$ cat config.mk
export PLATFORM = sky130hd
export DESIGN_NAME = decode_ctrl_stage
export DESIGN_NICKNAME = d
export VERILOG_FILES = /design/src/rtl/ctrl_pkg.sv /design/src/rtl/decode_ctrl_comb.sv /design/src/rtl/decode_ctrl_stage.sv
export SDC_FILE = /design/constraint.sdc
export NUM_CORES = 1
export LEC_CHECK = 0
export ABC_CLOCK_PERIOD_IN_PS = 4850
export CORE_MARGIN = 2
export CORE_UTILIZATION = 46
export CTS_CLUSTER_SIZE = 28
export DETAILED_ROUTE_END_ITERATION = 12
export GPL_ROUTABILITY_DRIVEN = 0
export GPL_TIMING_DRIVEN = 0
export PLACE_DENSITY_LB_ADDON = 0.08
export SETUP_SLACK_MARGIN = 0.05
export SKIP_CTS_REPAIR_TIMING = 1
export SYNTH_ARGS = -nofsm -noshare
export SYNTH_HDL_FRONTEND = slang
export SYNTH_SLANG_ARGS = --single-unit
$ cat constraint.sdc
create_clock -name clk -period 4.85 [get_ports clk]
set_clock_uncertainty 0.2 [all_clocks]
set_input_delay 0.97 -clock clk [delete_from_list [all_inputs] [get_ports clk]]
set_output_delay 0.97 -clock clk [all_outputs]
set_load 0.02 [all_outputs]
$ cat src/rtl/ctrl_pkg.sv
// Shared RV32I control encodings for the decode stage: opcodes, ALU/EXT/NPC/WD/DM codes and the control bundle.
// The M-extension codes are only produced when CTRL_M_EXT_EN is defined.
package ctrl_pkg;

    localparam logic [6:0] OPC_R      = 7'b0110011;
    localparam logic [6:0] OPC_I      = 7'b0010011;
    localparam logic [6:0] OPC_LOAD   = 7'b0000011;
    localparam logic [6:0] OPC_STORE  = 7'b0100011;
    localparam logic [6:0] OPC_BRANCH = 7'b1100011;
    localparam logic [6:0] OPC_JAL    = 7'b1101111;
    localparam logic [6:0] OPC_JALR   = 7'b1100111;
    localparam logic [6:0] OPC_LUI    = 7'b0110111;
    localparam logic [6:0] OPC_AUIPC  = 7'b0010111;

    localparam logic [6:0] F7_BASE   = 7'b0000000;
    localparam logic [6:0] F7_ALT    = 7'b0100000;
    localparam logic [6:0] F7_MULDIV = 7'b0000001;

    localparam logic [4:0] ALU_NOP   = 5'b00000;
    localparam logic [4:0] ALU_LUI   = 5'b00001;
    localparam logic [4:0] ALU_AUIPC = 5'b00010;
    localparam logic [4:0] ALU_ADD   = 5'b00011;
    localparam logic [4:0] ALU_SUB   = 5'b00100;
    localparam logic [4:0] ALU_BEQ   = 5'b00100;
    localparam logic [4:0] ALU_BNE   = 5'b00101;
    localparam logic [4:0] ALU_BLT   = 5'b00110;
    localparam logic [4:0] ALU_BGE   = 5'b00111;
    localparam logic [4:0] ALU_BLTU  = 5'b01000;
    localparam logic [4:0] ALU_BGEU  = 5'b01001;
    localparam logic [4:0] ALU_SLT   = 5'b01010;
    localparam logic [4:0] ALU_SLTU  = 5'b01011;
    localparam logic [4:0] ALU_XOR   = 5'b01100;
    localparam logic [4:0] ALU_OR    = 5'b01101;
    localparam logic [4:0] ALU_AND   = 5'b01110;
    localparam logic [4:0] ALU_SLL   = 5'b01111;
    localparam logic [4:0] ALU_SRL   = 5'b10000;
    localparam logic [4:0] ALU_SRA   = 5'b10001;
    // MUL..REMU occupy ALU_MUL + funct3, i.e. 10010..11001.
    localparam logic [4:0] ALU_MUL   = 5'b10010;

    localparam logic [5:0] EXT_NONE  = 6'b000000;
    localparam logic [5:0] EXT_SHAMT = 6'b100000;
    localparam logic [5:0] EXT_I     = 6'b010000;
    localparam logic [5:0] EXT_S     = 6'b001000;
    localparam logic [5:0] EXT_B     = 6'b000100;
    localparam logic [5:0] EXT_U     = 6'b000010;
    localparam logic [5:0] EXT_J     = 6'b000001;

    localparam logic [2:0] NPC_PLUS4  = 3'b000;
    localparam logic [2:0] NPC_BRANCH = 3'b001;
    localparam logic [2:0] NPC_JAL    = 3'b010;
    localparam logic [2:0] NPC_JALR   = 3'b100;

    localparam logic [1:0] WD_ALU = 2'b00;
    localparam logic [1:0] WD_MEM = 2'b01;
    localparam logic [1:0] WD_PC  = 2'b10;

    localparam logic [2:0] DM_W  = 3'b000;
    localparam logic [2:0] DM_H  = 3'b001;
    localparam logic [2:0] DM_HU = 3'b010;
    localparam logic [2:0] DM_B  = 3'b011;
    localparam logic [2:0] DM_BU = 3'b100;

    typedef struct packed {
        logic       reg_write;
        logic       mem_write;
        logic       alu_src;
        logic [5:0] ext_op;
        logic [4:0] alu_op;
        logic [2:0] npc_op;
        logic [1:0] wd_sel;
        logic [2:0] dm_ctrl;
        logic       illegal;
        logic       multicycle;
    } ctrl_t;

    localparam int    CTRL_W   = $bits(ctrl_t);
    localparam ctrl_t CTRL_NOP = '0;

    typedef enum logic {
        ST_RUN,
        ST_BUBBLE
    } state_e;

    // Register-register and register-immediate ALU ops share the funct3 mapping.
    function automatic logic [4:0] alu_base(input logic [2:0] funct3);
        logic [4:0] op;
        case (funct3)
            3'b000:  op = ALU_ADD;
            3'b001:  op = ALU_SLL;
            3'b010:  op = ALU_SLT;
            3'b011:  op = ALU_SLTU;
            3'b100:  op = ALU_XOR;
            3'b101:  op = ALU_SRL;
            3'b110:  op = ALU_OR;
            default: op = ALU_AND;
        endcase
        return op;
    endfunction

endpackage

$ cat src/rtl/decode_ctrl_comb.sv
// Combinational RV32I decoder: raw instruction to control bundle, illegal flag and source-register usage.
// Defining CTRL_M_EXT_EN enables decoding of MUL..REMU; otherwise those encodings are illegal.
module decode_ctrl_comb
    import ctrl_pkg::*;
(
    input  logic [31:0]       instr_i,
    output logic [CTRL_W-1:0] ctrl_o,
    output logic              uses_rs1_o,
    output logic              uses_rs2_o,
    output logic [4:0]        rd_o,
    output logic [4:0]        rs1_o,
    output logic [4:0]        rs2_o
);

    logic [6:0] opcode;
    logic [2:0] funct3;
    logic [6:0] funct7;
    ctrl_t      ctrl;
    logic       legal;
    logic       uses_rs1;
    logic       uses_rs2;

    assign opcode = instr_i[6:0];
    assign funct3 = instr_i[14:12];
    assign funct7 = instr_i[31:25];
    assign rd_o   = instr_i[11:7];
    assign rs1_o  = instr_i[19:15];
    assign rs2_o  = instr_i[24:20];

    always_comb begin
        // NOTE: every signal written here gets a default first, so no decode path can infer a latch.
        ctrl     = CTRL_NOP;
        legal    = 1'b1;
        uses_rs1 = 1'b0;
        uses_rs2 = 1'b0;
        case (opcode)
            OPC_R: begin
                ctrl.reg_write = 1'b1;
                uses_rs1       = 1'b1;
                uses_rs2       = 1'b1;
                if (funct7 == F7_BASE) begin
                    ctrl.alu_op = alu_base(funct3);
                end else if (funct7 == F7_ALT && funct3 == 3'b000) begin
                    ctrl.alu_op = ALU_SUB;
                end else if (funct7 == F7_ALT && funct3 == 3'b101) begin
                    ctrl.alu_op = ALU_SRA;
`ifdef CTRL_M_EXT_EN
                end else if (funct7 == F7_MULDIV) begin
                    ctrl.alu_op     = ALU_MUL + 5'(funct3);
                    ctrl.multicycle = funct3[2];
`endif
                end else begin
                    legal = 1'b0;
                end
            end
            OPC_I: begin
                ctrl.reg_write = 1'b1;
                ctrl.alu_src   = 1'b1;
                ctrl.ext_op    = EXT_I;
                ctrl.alu_op    = alu_base(funct3);
                uses_rs1       = 1'b1;
                // Shift-immediates reuse funct7 as an opcode extension, so it must be a defined value.
                if (funct3 == 3'b001) begin
                    ctrl.ext_op = EXT_SHAMT;
                    legal       = (funct7 == F7_BASE);
                end else if (funct3 == 3'b101) begin
                    ctrl.ext_op = EXT_SHAMT;
                    if (funct7 == F7_ALT) begin
                        ctrl.alu_op = ALU_SRA;
                    end else begin
                        legal = (funct7 == F7_BASE);
                    end
                end
            end
            OPC_LOAD: begin
                ctrl.reg_write = 1'b1;
                ctrl.alu_src   = 1'b1;
                ctrl.ext_op    = EXT_I;
                ctrl.alu_op    = ALU_ADD;
                ctrl.wd_sel    = WD_MEM;
                uses_rs1       = 1'b1;
                case (funct3)
                    3'b000:  ctrl.dm_ctrl = DM_B;
                    3'b001:  ctrl.dm_ctrl = DM_H;
                    3'b010:  ctrl.dm_ctrl = DM_W;
                    3'b100:  ctrl.dm_ctrl = DM_BU;
                    3'b101:  ctrl.dm_ctrl = DM_HU;
                    default: legal = 1'b0;
                endcase
            end
            OPC_STORE: begin
                ctrl.mem_write = 1'b1;
                ctrl.alu_src   = 1'b1;
                ctrl.ext_op    = EXT_S;
                ctrl.alu_op    = ALU_ADD;
                uses_rs1       = 1'b1;
                uses_rs2       = 1'b1;
                case (funct3)
                    3'b000:  ctrl.dm_ctrl = DM_B;
                    3'b001:  ctrl.dm_ctrl = DM_H;
                    3'b010:  ctrl.dm_ctrl = DM_W;
                    default: legal = 1'b0;
                endcase
            end
            OPC_BRANCH: begin
                ctrl.ext_op = EXT_B;
                ctrl.npc_op = NPC_BRANCH;
                uses_rs1    = 1'b1;
                uses_rs2    = 1'b1;
                case (funct3)
                    3'b000:  ctrl.alu_op = ALU_BEQ;
                    3'b001:  ctrl.alu_op = ALU_BNE;
                    3'b100:  ctrl.alu_op = ALU_BLT;
                    3'b101:  ctrl.alu_op = ALU_BGE;
                    3'b110:  ctrl.alu_op = ALU_BLTU;
                    3'b111:  ctrl.alu_op = ALU_BGEU;
                    default: legal = 1'b0;
                endcase
            end
            OPC_JAL: begin
                ctrl.reg_write = 1'b1;
                ctrl.ext_op    = EXT_J;
                ctrl.npc_op    = NPC_JAL;
                ctrl.wd_sel    = WD_PC;
            end
            OPC_JALR: begin
                ctrl.reg_write = 1'b1;
                ctrl.alu_src   = 1'b1;
                ctrl.ext_op    = EXT_I;
                ctrl.alu_op    = ALU_ADD;
                ctrl.npc_op    = NPC_JALR;
                ctrl.wd_sel    = WD_PC;
                uses_rs1       = 1'b1;
                legal          = (funct3 == 3'b000);
            end
            OPC_LUI: begin
                ctrl.reg_write = 1'b1;
                ctrl.alu_src   = 1'b1;
                ctrl.ext_op    = EXT_U;
                ctrl.alu_op    = ALU_LUI;
            end
            OPC_AUIPC: begin
                ctrl.reg_write = 1'b1;
                ctrl.alu_src   = 1'b1;
                ctrl.ext_op    = EXT_U;
                ctrl.alu_op    = ALU_AUIPC;
            end
            default: legal = 1'b0;
        endcase

        // An undecodable word reads no registers, so it never causes a load-use stall.
        if (!legal) begin
            ctrl         = CTRL_NOP;
            ctrl.illegal = 1'b1;
            uses_rs1     = 1'b0;
            uses_rs2     = 1'b0;
        end
    end

    assign ctrl_o     = ctrl;
    assign uses_rs1_o = uses_rs1;
    assign uses_rs2_o = uses_rs2;

endmodule

$ cat src/rtl/decode_ctrl_stage.sv
// Registered RV32I decode stage between IF/ID and ID/EX with valid/ready handshakes, flush and load-use bubbles.
// Define CTRL_M_EXT_EN to decode the M extension; otherwise those encodings are flagged illegal.
module decode_ctrl_stage
    import ctrl_pkg::*;
#(
    parameter int PC_W   = 32,
    parameter int REG_AW = 5
) (
    input  logic              clk,
    input  logic              rst,
    input  logic              in_valid,
    output logic              in_ready,
    input  logic [31:0]       in_instr,
    input  logic [PC_W-1:0]   in_pc,
    input  logic              flush,
    output logic              out_valid,
    input  logic              out_ready,
    output logic [PC_W-1:0]   out_pc,
    output logic [REG_AW-1:0] out_rd,
    output logic [REG_AW-1:0] out_rs1,
    output logic [REG_AW-1:0] out_rs2,
    output logic              out_RegWrite,
    output logic              out_MemWrite,
    output logic              out_ALUSrc,
    output logic [5:0]        out_EXTOp,
    output logic [4:0]        out_ALUOp,
    output logic [2:0]        out_NPCOp,
    output logic [1:0]        out_WDSel,
    output logic [2:0]        out_dm_ctrl,
    output logic              out_illegal,
    output logic              out_multicycle
);

    logic [CTRL_W-1:0] ctrl_bits;
    ctrl_t             ctrl_d;
    logic              uses_rs1;
    logic              uses_rs2;
    logic [4:0]        rd_f;
    logic [4:0]        rs1_f;
    logic [4:0]        rs2_f;
    logic [REG_AW-1:0] rd_d;
    logic [REG_AW-1:0] rs1_d;
    logic [REG_AW-1:0] rs2_d;

    state_e            state_q;
    logic              valid_q;
    ctrl_t             ctrl_q;
    logic [PC_W-1:0]   pc_q;
    logic [REG_AW-1:0] rd_q;
    logic [REG_AW-1:0] rs1_q;
    logic [REG_AW-1:0] rs2_q;

    logic              hazard;
    logic              accept;

    decode_ctrl_comb u_decode (
        .instr_i    (in_instr),
        .ctrl_o     (ctrl_bits),
        .uses_rs1_o (uses_rs1),
        .uses_rs2_o (uses_rs2),
        .rd_o       (rd_f),
        .rs1_o      (rs1_f),
        .rs2_o      (rs2_f)
    );

    assign ctrl_d = ctrl_t'(ctrl_bits);
    assign rd_d   = REG_AW'(rd_f);
    assign rs1_d  = REG_AW'(rs1_f);
    assign rs2_d  = REG_AW'(rs2_f);

    // A load still in the output register cannot forward its data to the instruction behind it.
    assign hazard = valid_q && (ctrl_q.wd_sel == WD_MEM) && (rd_q != '0) &&
                    ((uses_rs1 && (rs1_d == rd_q)) || (uses_rs2 && (rs2_d == rd_q)));

    assign in_ready = (!valid_q || out_ready) && !hazard && !flush;
    assign accept   = in_valid && in_ready;

    always_ff @(posedge clk) begin
        // NOTE: state registers use non-blocking assignments so every flop samples pre-edge values.
        if (rst) begin
            state_q <= ST_RUN;
            valid_q <= 1'b0;
            ctrl_q  <= CTRL_NOP;
            pc_q    <= '0;
            rd_q    <= '0;
            rs1_q   <= '0;
            rs2_q   <= '0;
        end else if (flush) begin
            state_q <= ST_RUN;
            valid_q <= 1'b0;
        end else begin
            case (state_q)
                ST_RUN: begin
                    if (accept) begin
                        valid_q <= 1'b1;
                        ctrl_q  <= ctrl_d;
                        pc_q    <= in_pc;
                        rd_q    <= rd_d;
                        rs1_q   <= rs1_d;
                        rs2_q   <= rs2_d;
                    end else if (hazard && out_ready) begin
                        valid_q <= 1'b0;
                        state_q <= ST_BUBBLE;
                    end else if (out_ready) begin
                        valid_q <= 1'b0;
                    end
                end
                ST_BUBBLE: begin
                    if (accept) begin
                        valid_q <= 1'b1;
                        ctrl_q  <= ctrl_d;
                        pc_q    <= in_pc;
                        rd_q    <= rd_d;
                        rs1_q   <= rs1_d;
                        rs2_q   <= rs2_d;
                        state_q <= ST_RUN;
                    end
                end
                default: state_q <= ST_RUN;
            endcase
        end
    end

    assign out_valid      = valid_q;
    assign out_pc         = pc_q;
    assign out_rd         = rd_q;
    assign out_rs1        = rs1_q;
    assign out_rs2        = rs2_q;
    assign out_RegWrite   = ctrl_q.reg_write;
    assign out_MemWrite   = ctrl_q.mem_write;
    assign out_ALUSrc     = ctrl_q.alu_src;
    assign out_EXTOp      = ctrl_q.ext_op;
    assign out_ALUOp      = ctrl_q.alu_op;
    assign out_NPCOp      = ctrl_q.npc_op;
    assign out_WDSel      = ctrl_q.wd_sel;
    assign out_dm_ctrl    = ctrl_q.dm_ctrl;
    assign out_illegal    = ctrl_q.illegal;
    assign out_multicycle = ctrl_q.multicycle;

endmodule

Word-level counts from Yosys, hierarchy flattened
Index checks and enable logic that the tools add are counted.
{"block": "totals", "register_bits": 73, "in_bits": 69, "out_inout_bits": 73, "elab_cells": 122}
{"block": "classes", "n_eq_ne": 22, "n_mux": 48, "n_bitwise": 2, "reduce_logical": 34}
{"operator": "two-way mux 24 bit", "n": 2}
{"operator": "two-way mux 5 bit", "n": 8}
{"operator": "case mux 6 bit (6 select lines)", "n": 1}
{"operator": "case mux 5 bit (7 select lines)", "n": 1}
{"operator": "two-way mux 32 bit", "n": 1}
{"operator": "case mux 5 bit (6 select lines)", "n": 1}
{"operator": "== test 7 x 6 -> 1 bit, second input constant", "n": 4}
{"operator": "case mux 4 bit (6 select lines)", "n": 1}
{"operator": "two-way mux 1 bit", "n": 23}
{"operator": "== test 7 bit, second input constant", "n": 3}
{"operator": "OR reduction 6 bit", "n": 3}
{"operator": "== test 7 x 5 -> 1 bit, second input constant", "n": 2}
{"operator": "== test 3 bit, second input constant", "n": 4}
{"operator": "case mux 3 bit (4 select lines)", "n": 1}
{"operator": "OR reduction 3 bit", "n": 4}
{"operator": "logical AND 1 bit", "n": 11}
{"operator": "two-way mux 11 bit", "n": 1}
{"operator": "== test 5 bit", "n": 2}
{"operator": "case mux 3 bit (3 select lines)", "n": 1}
{"operator": "case mux 2 bit (2 select lines)", "n": 2}
{"operator": "OR reduction 2 bit", "n": 4}
{"operator": "== test 7 x 2 -> 1 bit, second input constant", "n": 1}
{"operator": "logical NOT 7 bit", "n": 1}
{"operator": "case mux 1 bit (7 select lines)", "n": 1}
{"operator": "other kinds (16)", "n": 23}

Logic depth before layout (Yosys ltp)
Gate-level depths: netlist of the first run.
{"block": "logic_depth", "ltp_word": 16, "ltp_mapped": 11}

Modules after synthesis
A second synthesis of the first run with hierarchy kept.
{"block": "unflattened", "hier_cells": 477, "area_unflattened_um2": 4411.7}
{"mod": "decode_ctrl_stage", "n_inst": 1, "cells_each": 339, "area_per_inst_um2": 3480.8, "seq_area_each_um2": 1461.4}
{"mod": "decode_ctrl_comb", "n_inst": 1, "cells_each": 138, "area_per_inst_um2": 930.9, "seq_area_each_um2": 0.0}

Worst setup path after synthesis of the first run
OpenSTA, ideal clock, no wires.
{"block": "synth_path", "path_type": "in2out", "start": "in in_instr[3]", "end": "out in_ready", "arrival_time_ns": 2.999, "t_required_ns": 3.680, "setup_slack_ns": 0.681, "cell_stages": 9, "n_path_buf": 2, "path_cell_list": "buf_2 > nand4bb_1 > buf_2 > nor3_1 > a211o_1 > a222oi_1 > nand2_1 > nand2_1 > and2_1"}
{"block": "synth_between", "elab_chain_cells": 10}
{"element": "start, declared", "line": "decode_ctrl_stage.sv:13", "source": "input logic [31:0] in_instr,"}
{"element": "== test 7 bit (tied with other cells)", "line": "decode_ctrl_comb.sv:36", "source": "case (opcode)"}
{"element": "OR reduction 3 bit (no line) or OR reduction 6 bit (tied branches)"}
{"element": "case mux 1 bit (7 select lines) or two-way mux 1 bit (tied branches)", "line": "decode_ctrl_comb.sv:36"}
{"element": "two-way mux 1 bit", "line": "decode_ctrl_comb.sv:152", "source": "if (!legal) begin"}
{"element": "logical AND 1 bit", "line": "decode_ctrl_stage.sv:73", "source": "((uses_rs1 && (rs1_d == rd_q)) || (uses_rs2 && (rs2_d == rd_q)));"}
{"element": "logical OR 1 bit *", "line": "decode_ctrl_stage.sv:73"}
{"element": "logical AND 1 bit *", "line": "decode_ctrl_stage.sv:72", "source": "assign hazard = valid_q && (ctrl_q.wd_sel == WD_MEM) && (rd_q != '0) &&"}
{"element": "logical NOT 1 bit *", "line": "decode_ctrl_stage.sv:75", "source": "assign in_ready = (!valid_q || out_ready) && !hazard && !flush;"}
{"element": "logical AND 1 bit * (2 in series)", "line": "decode_ctrl_stage.sv:75"}
{"element": "end, declared", "line": "decode_ctrl_stage.sv:12", "source": "output logic in_ready,"}
Every way passes the cells marked *; elsewhere a longest branch is shown, timed or not.

Worst setup path after layout of the first run
{"block": "layout_path", "start": "in in_instr[13]", "end": "out in_ready"}
{"block": "layout_between", "elab_chain_cells": 13}
{"element": "== test 3 bit"}
{"element": "logical AND 1 bit", "line": "decode_ctrl_comb.sv:45", "source": "end else if (funct7 == F7_ALT && funct3 == 3'b101) begin"}
{"element": "two-way mux 1 bit", "line": "decode_ctrl_comb.sv:45"}
{"element": "two-way mux 1 bit", "line": "decode_ctrl_comb.sv:43", "source": "end else if (funct7 == F7_ALT && funct3 == 3'b000) begin"}
{"element": "two-way mux 1 bit", "line": "decode_ctrl_comb.sv:41", "source": "if (funct7 == F7_BASE) begin"}
{"element": "case mux 1 bit (7 select lines) *", "line": "decode_ctrl_comb.sv:36"}
{"element": "two-way mux 1 bit", "line": "decode_ctrl_comb.sv:152"}
{"element": "logical AND 1 bit", "line": "decode_ctrl_stage.sv:73"}
{"element": "logical OR 1 bit *", "line": "decode_ctrl_stage.sv:73"}
{"element": "logical AND 1 bit *", "line": "decode_ctrl_stage.sv:72"}
{"element": "logical NOT 1 bit *", "line": "decode_ctrl_stage.sv:75"}
{"element": "logical AND 1 bit * (2 in series)", "line": "decode_ctrl_stage.sv:75"}
Marks and branches as above.

==> flow_summary.ini, run 1 <==
[status]
status = completed

[setup_path]
crit_path_end_kind = output port
r2r.worst_path.cells = 9
cp_max_fo = 10
crit_type = input port to output port
cp-start-kind = input port
worst_path_largest_cell_delay_ns = 0.47
required_ns = 3.68
worst_ep_arrival_time_ns = 3.45
cp_cell_sequence = clkdlybuf4s50_1 -> clkbuf_1 -> inv_1 -> a211o_1 -> a222oi_1 -> buf_4 -> nand2_2 -> nand2_1 -> and2_1 -> dlymetal6s2s_1
cpMaxStageDelayCell = clkdlybuf4s50_1

[cts]
clk_latency_ns = 0.35
clockBufferDepth = 2
cts_root_buf = clkbuf_8
path_clk_slew_ns = 0.07
cts_htree_levels = 3
cts.sinks = 71
cts_tree = built
numCtsBuffers = 9

[synthesis]
synth_edf_count = 0
ys_seq_area_share_pct = 42.25
synth-async-reset-ratio_pct = 0
synth.avg_cell_area_um2 = 7.992
synthesis.nets = 490
yosys_warnings = 0
ys_ff_latch = 71
synth.cell_area_um2 = 3364
synth_ff_type = dfxtp_1
netlist_instances = 421
yosysUniqueCellTypes = 55

[sta]
post-route-period-util_pct = 95.31
worst_pin_slew_ns = 0.7048
slew_headroom_pct = 52.58
worst_slack_ns = 0.2275
fmax_mhz = 216.3
period_needed_ns = 4.623
rsz0062_at_grt = no
hold_viol = 0
finalSetupViolations = 0
finalMaxSlewViolations = 0
holdWs_ns = 0.2644
tns_ns = 0

[route]
wl_um = 10420
ant_nets = 0
drt_pass1_iterations = 6
initialDrtViolationCount = 202
vias = 3827
routed_via_density = 5.695
wl_per_cell_um = 15.50
drt_drc_violations_left = 0

[die]
ioPinCount = 142
die_y_um = 89.52
std_cell_rows = 31
start_util_pct = 46.89
die_area_um2 = 8014
die_w_um = 89.52
core_area_um2 = 7176

[power_and_ir_drop]
power_density_nw_per_um2 = 284.0
p_leak_nw = 1.757
ir_worst_vdd_mv = 0.1928

[finish]
areaGrowthSynthToFinish_pct = 51.54
stdcell_count = 672
diodes = 0
nFillCells = 591
drive_gt1_share_pct = 6.981
final_core_util_pct = 71.05
nNetsFinal = 638

[job]
cap_violations = 0

[global_route]
antenna_found_initial = 0
grt_max_degree = 13
grt_usage_pct = 25.69
grt_overflow = 0
grt_first_pass_wirelength_um = 16020
grt_pass1_vias = 3427

[placed_design]
port_buffers = 135
dp_hpwl_um = 7833
preCtsSetupSlack_ns = -0.7399
dp.cells = 655

[hold_path]
hold_path_class = flip-flop to flip-flop
hold-path-cell-count = 2
[per-stage QoR]
stage	total power [mW]	instance area, um^2
finish	1.448	5099
global route	1.507	5099
CTS	1.452	5067
detailed placement	0.9195	4840
global placement	0.9155	4840
floorplan	0.7787	3364
[cell type report]
type	instances	area (um^2)	area share [%]
buffer	42	180.2	3.534
clock buffer	11	151.4	2.969
clock inverter	4	76.32	1.497
inverter	7	26.28	0.5153
multi-input combinational	301	1748	34.28
sequential	71	1421	27.88
tap	99	123.9	2.429
timing repair buffer	137	1371	26.90
[final timing paths]
kind / from / endpoint / slack [ns]
min: out_pc[12] / out_pc[12] / 0.26
max: in_instr[13] / in_ready / 0.23
max reg2reg: out_rd[0] / out_EXTOp[3] / 1.65
min reg2reg: out_pc[12] / out_pc[12] / 0.26
[Yosys cell counts (2+ instances only)]
cell type	instances	share of area (%)
o21ai_0	55	8.2
nand4_1	4	0.74
and3_1	2	0.37
buf_1	5	0.56
buf_2	12	1.8
a22o_1	7	1.8
or3_1	2	0.37
nand2b_1	2	0.37
xnor2_1	6	1.6
a21oi_1	66	9.8
nand3b_1	5	1.1
xor2_1	6	1.6
nor4_1	5	0.93
nor2b_1	2	0.37
nand2_1	15	1.7
buf_4	2	0.45
a2111oi_0	2	0.52
a211oi_1	3	0.67
nor3_1	6	0.89
a31o_2	2	0.52
dfxtp_1	71	42
o21a_1	2	0.45
or4_1	2	0.45
clkbuf_1	23	2.6
nand3_1	60	8.9
inv_1	6	0.67
o2bb2ai_1	6	1.6
nor2_1	13	1.5
and2_1	3	0.56
[state kept, by name, summed over array words and instances (netlist names), 2 cells and up]
register and count:
out_rd 5, out_rs2 5, out_EXTOp 6, out_WDSel 2
out_rs1 5, out_pc 32, out_ALUOp 5, out_dm_ctrl 3
out_NPCOp 2
[where the power goes]
part	leakage (nW)	internal (mW)	switching, mW
sequential	0.580	0.609	0.0173
combinational	1.07	0.135	0.149
clock	0.112	0.317	0.221
total	1.76	1.06	0.387
[metal layers]
layer | global-route usage (%) | vias to the layer above | wire length [um]
li1 | - | 1842 | -
met1 | 32.90 | 1770 | 4308
met2 | 40.07 | 189 | 4939
met3 | 7.110 | 26 | 868
met4 | 12.21 | 0 | 301
met5 | 0 | - | 0
[kinds of logic (layout without fill, tap and decap cells)]
| kind of cell | after synthesis | count (layout) | share of synthesized area (%) |
|---|---|---|---|
| AO/OA/AOI/OAI | 160 | 160 | 28.30 |
| XOR/XNOR | 12 | 12 | 3.124 |
| buffers and inverters | 49 | 201 | 6.136 |
| flip-flops | 71 | 71 | 42.25 |
| multiplexers | 1 | 1 | 0.2975 |
| other | 1 | 1 | 0.1115 |
| AND/OR/NAND/NOR | 127 | 127 | 19.78 |
[cell usage in the layout (no fill, tap or decap), types with 2 or more instances in the layout]
| cell type | n |
|---|---|
| a211oi_1 | 3 |
| a22o_1 | 7 |
| and3_1 | 2 |
| a21oi_1 | 66 |
| or3_1 | 2 |
| or4_1 | 2 |
| nand3b_1 | 5 |
| clkbuf_8 | 11 |
| buf_1 | 5 |
| and2_1 | 3 |
| nand3_1 | 60 |
| a31o_2 | 2 |
| dfxtp_1 | 71 |
| dlymetal6s2s_1 | 2 |
| clkdlybuf4s50_1 | 133 |
| nor3_1 | 6 |
| o21a_1 | 2 |
| o2bb2ai_1 | 6 |
| bufinv_16 | 2 |
| nand2b_1 | 2 |
| nand4_1 | 4 |
| xnor2_1 | 6 |
| o21ai_0 | 55 |
| nor4_1 | 5 |
| buf_4 | 4 |
| inv_1 | 6 |
| clkbuf_1 | 23 |
| a2111oi_0 | 2 |
| nor2b_1 | 2 |
| nor2_1 | 13 |
| xor2_1 | 6 |
| nand2_1 | 14 |
| buf_2 | 12 |
[worst max-delay path: cells and delay by family]
kind	cells	cell delay, ns
AO/OA/AOI/OAI	2	0.64
buffers and inverters	5	1.44
AND/OR/NAND/NOR	3	0.40
(Power assumes the default switching activity.)
==> run 2, diff against run 1 <==
--- a/config.mk
+++ b/config.mk
@@ -5,9 +5,9 @@
 export SDC_FILE = /design/constraint.sdc
 export NUM_CORES = 1
 export LEC_CHECK = 0
-export ABC_CLOCK_PERIOD_IN_PS = 4850
+export ABC_CLOCK_PERIOD_IN_PS = 5100
 export CORE_MARGIN = 2
-export CORE_UTILIZATION = 46
+export CORE_UTILIZATION = 43
 export CTS_CLUSTER_SIZE = 28
 export DETAILED_ROUTE_END_ITERATION = 12
 export GPL_ROUTABILITY_DRIVEN = 0
==> constraint.sdc (replaced) <==
create_clock -name clk -period 5.1 [get_ports clk]
set_clock_uncertainty 0.2 [all_clocks]
set_input_delay 1.02 -clock clk [delete_from_list [all_inputs] [get_ports clk]]
set_output_delay 1.02 -clock clk [all_outputs]
set_load 0.02 [all_outputs]
==> run 2 against run 1 <==
  * Hold slack got worse by 0.0018 ns
  * Register-to-register slack improved by 0.34 ns
  * Critical path depth unchanged
  * Non-clock buffer count increased by 4
  * Design area decreased by 0.12%
  * Cell count increased by 1.2%
  * Routed wire length increased by 4.5%
==> flow_summary.ini, run 2 (synthesized netlist as in run 1, its figures left out) <==
[status]
status = completed

[global_route]
antenna_found_initial = 0
grt_overflow = 0
grt_first_pass_wirelength_um = 17770
grt_max_degree = 12
grt_pass1_vias = 3718
grt_usage_pct = 25.60

[die]
die_w_um = 92.46
core_area_um2 = 7647
ioPinCount = 142
die_y_um = 92.46
std_cell_rows = 32
die_area_um2 = 8548
start_util_pct = 44.00

[route]
initialDrtViolationCount = 238
drt_drc_violations_left = 0
routed_via_density = 5.649
vias = 3841
wl_um = 10880
ant_nets = 0
drt_pass1_iterations = 5
wl_per_cell_um = 16.00

[cts]
cts.sinks = 71
cts_tree = built
numCtsBuffers = 9
cts_htree_levels = 3
clockBufferDepth = 2
path_clk_slew_ns = 0.07
clk_latency_ns = 0.35
cts_root_buf = clkbuf_8

[sta]
worst_pin_slew_ns = 0.6590
finalSetupViolations = 0
finalMaxSlewViolations = 0
period_needed_ns = 4.706
post-route-period-util_pct = 92.28
slew_headroom_pct = 55.66
rsz0062_at_grt = no
fmax_mhz = 212.5
hold_viol = 0

[setup_path]
required_ns = 3.88
cp-start-kind = input port
worst_ep_arrival_time_ns = 3.49
cp_max_fo = 8
worst_path_largest_cell_delay_ns = 0.53
cp_cell_sequence = clkdlybuf4s50_1 -> nand4bb_1 -> buf_2 -> nor3_1 -> a211o_1 -> a222oi_1 -> nand2_2 -> nand2_1 -> and2_1 -> dlymetal6s2s_1
cpMaxStageDelayCell = a222oi_1
r2r.worst_path.cells = 9
crit_path_end_kind = output port
crit_type = input port to output port
regToRegSetupSlack_ns = 1.99

[finish]
stdcell_count = 680
drive_gt1_share_pct = 7.439
nNetsFinal = 642
largest_register_ffs = 32
areaGrowthSynthToFinish_pct = 51.36
nFillCells = 683
final_cell_mix = 133 x clkdlybuf4s50_1, 71 x dfxtp_1, 66 x a21oi_1
layout_commonest_cell = clkdlybuf4s50_1
diodes = 0
final_core_util_pct = 66.59

[placed_design]
dp_hpwl_um = 7812
port_buffers = 135
dp.cells = 658

[hold_path]
hold_path_class = flip-flop to flip-flop
hold-path-cell-count = 2

[power_and_ir_drop]
p_leak_nw = 1.768
power_density_nw_per_um2 = 259.0
ir_worst_vdd_mv = 0.2302

[job]
cap_violations = 0
## run 2: layer usage
layer	vias up	part of all wire, %	routed length, um	track usage, %
met1	1805	41	4505	31.91
met4	0	1.5	164	7.587
met2	171	48	5238	42.58
met3	19	9.0	974	7.811
met5	-	0	0	0
li1	1846	-	-	-
## run 2: final timing paths
| check | endpoint | startpoint |
|---|---|---|
| worst min register to register | out_rs1[4] | out_rs1[4] |
| worst max-delay path | in_ready | in_instr[1] |
| worst max register to register | out_dm_ctrl[2] | out_rd[0] |
| worst min-delay path | out_rs1[4] | out_rs1[4] |
## run 2: per-stage QoR
stage | instance area [um^2] | worst slack (ns) | total power, mW | hold WS [ns] | setup TNS [ns]
after floorplan | 3364 | 0.8312 | 0.7405 | 0.3221 | 0
after global placement | 4843 | -0.4758 | 0.8713 | 0.2457 | -0.4758
after detailed placement | 4843 | -0.5127 | 0.8750 | 0.2502 | -0.5127
after CTS | 5034 | -0.5283 | 1.318 | 0.2666 | -0.5283
after global routing | 5092 | 0.2724 | 1.370 | 0.2813 | 0
final | 5092 | 0.3939 | 1.319 | 0.2626 | 0
## run 2: area by class of cell
| class | instances | area, um^2 | area share [%] |
|---|---|---|---|
| Multi-Input combinational cell | 301 | 1744 | 34.25 |
| Inverter | 7 | 26.28 | 0.5160 |
| Buffer | 42 | 181.4 | 3.563 |
| Tap cell | 102 | 127.6 | 2.506 |
| Timing Repair Buffer | 141 | 1401 | 27.52 |
| Clock buffer | 12 | 145.1 | 2.850 |
| Sequential cell | 71 | 1421 | 27.91 |
| Clock inverter | 4 | 45.04 | 0.8845 |
## run 2: power by group
| part | internal, mW | switching [mW] |
|---|---|---|
| registers | 0.579 | 0.0158 |
| clock network | 0.237 | 0.211 |
| logic | 0.131 | 0.144 |
| total | 0.948 | 0.371 |
## run 2: critical path, delay by kind of cell
kind / cells / cell delay, ns
AOI/OAI and AO/OA: 2 / 0.83
buffers and inverters: 3 / 0.92
and+or+nand+nor: 5 / 0.72
